==> config.mk <==
export PLATFORM = sky130hd
export DESIGN_NAME = seven_segment_scan_driver
export DESIGN_NICKNAME = d
export VERILOG_FILES = /design/src/rtl/seven_seg_pkg.sv /design/src/rtl/hex_to_seg_decode.sv /design/src/rtl/seven_segment_scan_driver.sv
export SDC_FILE = /design/constraint.sdc
export NUM_CORES = 1
export LEC_CHECK = 0
export BUFFER_PORTS_ARGS = -buffer_cell sky130_fd_sc_hd__buf_2
export CAP_MARGIN = 20
export CORE_AREA = 2 2 71 73
export CTS_CLUSTER_SIZE = 40
export DETAILED_ROUTE_END_ITERATION = 8
export DIE_AREA = 0 0 73 75
export SYNTH_ARGS = -nofsm -noshare
export SYNTH_HDL_FRONTEND = slang
export SYNTH_SLANG_ARGS = --single-unit
==> constraint.sdc <==
create_clock -name clk_i -period 6.1 [get_ports clk_i]
set_clock_uncertainty 0.2 [all_clocks]
set_input_delay 1.83 -clock clk_i [delete_from_list [all_inputs] [get_ports clk_i]]
set_output_delay 1.83 -clock clk_i [all_outputs]
set_load 0.005 [all_outputs]
==> src/rtl/seven_seg_pkg.sv <==
// Shared types and constants for the seven-segment scan driver.
// Segment patterns are active-high {A,B,C,D,E,F,G} with A as the MSB.
package seven_seg_pkg;

   typedef enum logic {
      SCAN_BLANK,
      SCAN_ACTIVE
   } scan_state_t;

   localparam logic [6:0] SEG_OFF = 7'h00;

   localparam logic [6:0] SEG_HEX_LUT [16] = '{
      7'h7E, 7'h30, 7'h6D, 7'h79,
      7'h33, 7'h5B, 7'h5F, 7'h70,
      7'h7F, 7'h7B, 7'h77, 7'h1F,
      7'h4E, 7'h3D, 7'h4F, 7'h47
   };

endpackage

==> src/rtl/hex_to_seg_decode.sv <==
// Combinational hex nibble to active-high seven-segment pattern.
module hex_to_seg_decode
   import seven_seg_pkg::*;
(
   input  logic [3:0] nibble,
   output logic [6:0] seg
);

   // Table lookup; every nibble value has an entry.
   always_comb begin
      seg = SEG_HEX_LUT[nibble];
   end

endmodule

==> src/rtl/seven_segment_scan_driver.sv <==
// Time-multiplexed hex display driver: latches a packed value and scans one
// digit per slot, each slot being a blank guard interval followed by a lit phase.
// All outputs are registered, so they trail the scan state by one clock.
// Optional build macro: LEADING_ZERO_BLANK_EN (suppresses leading zero digits).
module seven_segment_scan_driver
   import seven_seg_pkg::*;
#(
   parameter int unsigned NUM_DIGITS     = 4,
   parameter int unsigned CLKS_PER_DIGIT = 1000,
   parameter int unsigned BLANK_CLKS     = 16,
   parameter int unsigned SEG_ACTIVE_LOW = 0,
   parameter int unsigned DIG_ACTIVE_LOW = 1
) (
   input  logic                      clk_i,
   input  logic                      rst_i,
   input  logic [4*NUM_DIGITS-1:0]   value_i,
   input  logic                      load_i,
   input  logic                      display_en_i,
   output logic [6:0]                seg_o,
   output logic [NUM_DIGITS-1:0]     dig_en_o,
   output logic                      frame_o
);

   localparam int unsigned CNT_BIG  = (CLKS_PER_DIGIT > BLANK_CLKS) ? CLKS_PER_DIGIT : BLANK_CLKS;
   localparam int unsigned CNT_SPAN = (CNT_BIG > 2) ? CNT_BIG : 2;
   localparam int unsigned CW       = $clog2(CNT_SPAN);
   localparam int unsigned IW       = (NUM_DIGITS > 1) ? $clog2(NUM_DIGITS) : 1;

   localparam logic [CW-1:0] ACT_LAST = CW'(CLKS_PER_DIGIT - 1);
   localparam logic [CW-1:0] BLK_LAST = CW'((BLANK_CLKS > 0) ? BLANK_CLKS - 1 : 0);
   localparam logic [IW-1:0] IDX_LAST = IW'(NUM_DIGITS - 1);

   // With no guard interval every slot starts directly in the lit phase.
   localparam scan_state_t SLOT_START = (BLANK_CLKS == 0) ? SCAN_ACTIVE : SCAN_BLANK;

   localparam logic [6:0]            SEG_IDLE = (SEG_ACTIVE_LOW != 0) ? ~SEG_OFF : SEG_OFF;
   localparam logic [NUM_DIGITS-1:0] DIG_IDLE = (DIG_ACTIVE_LOW != 0) ? '1 : '0;

   logic [4*NUM_DIGITS-1:0] value_r;
   logic [IW-1:0]           idx;
   logic [CW-1:0]           cnt;
   scan_state_t             state;

   logic [3:0]              nibble;
   logic [6:0]              decoded;
   logic                    show;
   logic                    slot_done;
   logic [6:0]              seg_next;
   logic [NUM_DIGITS-1:0]   dig_next;

   hex_to_seg_decode u_decode (
      .nibble (nibble),
      .seg    (decoded)
   );

   // Display value register; only load_i or reset changes it.
   always_ff @(posedge clk_i) begin
      if (rst_i) begin
         value_r <= '0;
      end else if (load_i) begin
         value_r <= value_i;
      end
   end

`ifdef LEADING_ZERO_BLANK_EN
   // Digit is shown unless it and every higher nibble are zero; digit 0 always shown.
   always_comb begin
      show = (idx == '0);
      for (int unsigned k = 0; k < NUM_DIGITS; k++) begin
         if ((k >= 32'(idx)) && (value_r[4*k +: 4] != 4'h0)) begin
            show = 1'b1;
         end
      end
   end
`else
   // Every digit decodes its own nibble, leading zeros included.
   always_comb begin
      show = 1'b1;
   end
`endif

   // Next-cycle output patterns, already in board polarity.
   always_comb begin
      nibble    = value_r[4*idx +: 4];
      slot_done = (state == SCAN_ACTIVE) && (cnt == ACT_LAST);
      seg_next  = show ? decoded : SEG_OFF;
      if (SEG_ACTIVE_LOW != 0) begin
         seg_next = ~seg_next;
      end
      dig_next = '0;
      if ((state == SCAN_ACTIVE) && display_en_i) begin
         dig_next = NUM_DIGITS'(1) << idx;
      end
      if (DIG_ACTIVE_LOW != 0) begin
         dig_next = ~dig_next;
      end
   end

   // Scan FSM, slot counters and registered outputs.
   always_ff @(posedge clk_i) begin
      if (rst_i) begin
         state    <= SLOT_START;
         idx      <= '0;
         cnt      <= '0;
         seg_o    <= SEG_IDLE;
         dig_en_o <= DIG_IDLE;
         frame_o  <= 1'b0;
      end else begin
         seg_o    <= seg_next;
         dig_en_o <= dig_next;
         frame_o  <= slot_done && (idx == IDX_LAST);
         case (state)
            SCAN_BLANK: begin
               if (cnt == BLK_LAST) begin
                  state <= SCAN_ACTIVE;
                  cnt   <= '0;
               end else begin
                  cnt <= cnt + 1'b1;
               end
            end
            SCAN_ACTIVE: begin
               if (cnt == ACT_LAST) begin
                  state <= SLOT_START;
                  cnt   <= '0;
                  idx   <= (idx == IDX_LAST) ? '0 : idx + 1'b1;
               end else begin
                  cnt <= cnt + 1'b1;
               end
            end
            default: begin
               state <= SLOT_START;
               cnt   <= '0;
            end
         endcase
      end
   end

endmodule

==> summary.txt <==
Outcome
  – Status: completed

STA
  – Setup_tns: 0 ns
  – Fin. Hold Viols: 0
  – Minimum clock period: 2.81 ns
  – Pins Over Slew Limit: 0
  – Crit share post-route: 46.1%
  – Final setup vio count: 0
  – Fmax: 356 MHz
  – Unrepaired setup endpoints after global routing: no
  – Worst slew pin tran: 0.531 ns
  – Slew headroom: roughly 65%

Routing
  – Vias per cell: between 4 and 5
  – Drt pass-1 iters: 4
  – Post-detailed-route wirelength per cell: 11.8 um
  – Routed Antenna Nets: 0
  – DR vias: 1288
  – Total Routed Length: between 3000 and 4000 um
  – Residual DRC: 0
  – Iteration-0 DRC Markers: 53

Die
  – Initial core utilization: about 39%
  – Die area: ~5500 um^2
  – Die X: 73 um
  – Num rows: 25
  – I/O Pins: 32
  – Core box area: 4660 um^2
  – Die Y: 75 um

Synthesis
  – Post-Synthesis Cells: 185
  – Synth Area in Adders: 8.29%
  – Synth async-reset ratio: 0%
  – Syn Area/Cell: 9.79 um^2
  – Complex-gate fraction of the synthesized area: approximately 4%
  – Main combinational cell family by area after synthesis: simple AND/OR/NAND/NOR gates
  – Syn. warnings: 0
  – Synth top area share: 45.3%
  – Synth top area cells: dfxtp_1, mux2i_1, ha_1, nor2_1, mux4_2
  – FF+latch count, synth: 41
  – Synth Area in XOR/XNOR: 3.87%
  – Netlist Area Pre-Place: 1810 um^2
  – Simple-gate share of the synthesized area: around 17%
  – Mux contribution to synthesized area: 16.6%
  – Syn Nets: 217
  – Synth area leader: dfxtp_1
  – Post-synthesis sequential area ratio: 45.3%
  – Cell variety after synth: 29
  – Post-synth EDFFs: 0
  – Most common flop cell mapped by yosys: dfxtp_1

Clocking
  – CTS buffer count: 5
  – Clock Path Buffers: 2
  – Clock sinks: just over 40
  – CTS tree: yes
  – Post-CTS Resized: 0
  – Clk slew on worst S/H paths: approximately 0.08 ns
  – Clock Root Buffer: clkbuf_8
  – Setup Buffers After CTS: 0
  – CTS H-tree depth: 2
  – Hold buffer count at CTS: 0
  – Clk_lat worst skew: 0.29 ns

GRT
  – Gr ovfl total: 0
  – First-pass GRT wire length: 5250 um
  – Vias in the first global route: 1192
  – Initial antenna violation count: 0
  – GR Util All Layers: 12.7%
  – Largest net degree at the start of global routing: 31

Critical path
  – Max stage delay cell, worst path: or3_1
  – Levels on crit path: 3
  – Worst R2R Path Depth: 6
  – Worst EP arrival: 2.84 ns
  – Startpoint Class: primary input
  – CP endpoint: cnt[9]
  – Crit Path Class: primary input to flip-flop
  – CP top delay family: simple AND/OR/NAND/NOR gates
  – Critical-path maximum fanout: 30
  – Launching point of the worst reg2reg path: idx[0]
  – R2r endpoint: seg_o[5]
  – Max incr delay on CP: approximately 0.58 ns
  – CP cell instances: buf_2 > or3_1 > nor2_1
  – Required @ worst endpoint: 6.13 ns
  – Kind of end point of the critical path: flip-flop
  – Crit path buf inv count: 1
  – Crit. Startpoint: rst_i
  – Register-to-Register Setup Slack: between 3 and 4 ns

Finish
  – Fillers: 475
  – Ant. Diodes: 0
  – Share of cells above drive strength 1: 20.6%
  – Most frequent cells in the layout: dfxtp_1, nor2_1, buf_2, mux2i_1, ha_1
  – Area delta synth->final: 14.4%
  – Final nets: 245
  – Commonest non-fill, non-tap cell in the layout: dfxtp_1
  – Post-Layout Cell Count: ~270
  – Register Area: between 800 and 900 um^2
  – Multi-input gate area: 908 um^2

Worst hold path
  – Min-delay worst type: flip-flop to flip-flop

Power and ir drop
  – Max IR drop VDD: 0.0824 mV
  – Power density cells: about 240 nW/um^2
  – Static leakage: 0.000893 uW

Place
  – GP Congestion: approximately 0.73
  – DP HPWL: 2270 um
  – Placed insts: 260
  – Port-buffer cells: 31

Flow run
  – Max-Cap Viols: 0
==> synthesized netlist by cell type (3+ instances only) <==
cell,instances
clkbuf_1,6
nand3_1,3
inv_1,9
mux4_2,4
nor3_1,5
dfxtp_1,41
xnor2_1,5
nor2_1,37
buf_2,3
or3_1,3
a21oi_1,3
xor2_1,3
a211oi_1,3
and3_1,3
nand2_1,10
ha_1,12
mux2i_1,21
==> stage by stage <==
stage	instance area, um^2	power, uW	util [%]	hold WS, ns	worst slack [ns]
2_1_floorplan	1810	325	-	0.218	3.08
3_3_place_gp	1990	341	42.6	0.226	2.99
3_5_place_dp	1990	341	42.6	0.236	2.98
4_1_cts	2070	513	44.5	0.254	3.27
5_1_grt	2070	531	44.5	0.279	3.23
6_report	2070	503	44.5	0.247	3.29
==> sequential cells by signal, summed over array words and instances (netlist names) <==
register	count
dig_en_o	4
frame_o	1
state	1
value_r	16
seg_o	7
idx	2
cnt	10
==> metal layers <==
metal  wire, um  vias to the layer above  track usage [%]
li1           -                      678                -
met1       1500                      579             15.0
met2       1460                       23             20.1
met3        126                        8             4.69
met4         70                        0             6.79
met5          0                        -                0
==> worst min-delay path by stage <==
stage | start | slack [ns] | cells past startpoint | to
2_1_floorplan | cnt[0] | 0.22 | 1 | cnt[0]
3_5_place_dp | cnt[0] | 0.24 | 1 | cnt[0]
6_report | cnt[0] | 0.25 | 1 | cnt[0]
3_3_place_gp | cnt[0] | 0.23 | 1 | cnt[0]
5_1_grt | cnt[0] | 0.28 | 1 | cnt[0]
4_1_cts | cnt[0] | 0.25 | 1 | cnt[0]
==> cell families after synthesis <==
family,after synthesis
multiplexers,25
flip-flops,41
AO/OA/AOI/OAI,11
buffers and inverters,19
AND/OR/NAND/NOR,69
XOR/XNOR,8
adder cells (fa/ha/maj),12
==> worst register-to-register path: stages, from the launching register on <==
cell,delay (ns)
dfxtp_1,0.62
mux4_2,0.65
inv_1,0.16
ha_1,0.26
nor2_1,0.11
a21oi_1,0.05
a221oi_1,0.25
==> where the power goes <==
part | leakage [uW] | total, uW | internal, uW | switching [uW]
Sequential | 0.000337 | 285 | 280 | 4.79
Combinational | 0.000512 | 49.9 | 24.2 | 25.7
Clock | 0.0000439 | 168 | 78.9 | 89.3
Total | 0.000893 | 503 | 383 | 120
==> layout make-up <==
class	instances	share of cell area, %
clock buffer	5	3.32
clock inverter	3	0.845
inverter	9	1.63
multi-input combinational	125	43.8
sequential	41	39.6
tap	54	3.26
timing repair buffer	31	7.49
Power figures use the tool's default switching activity.
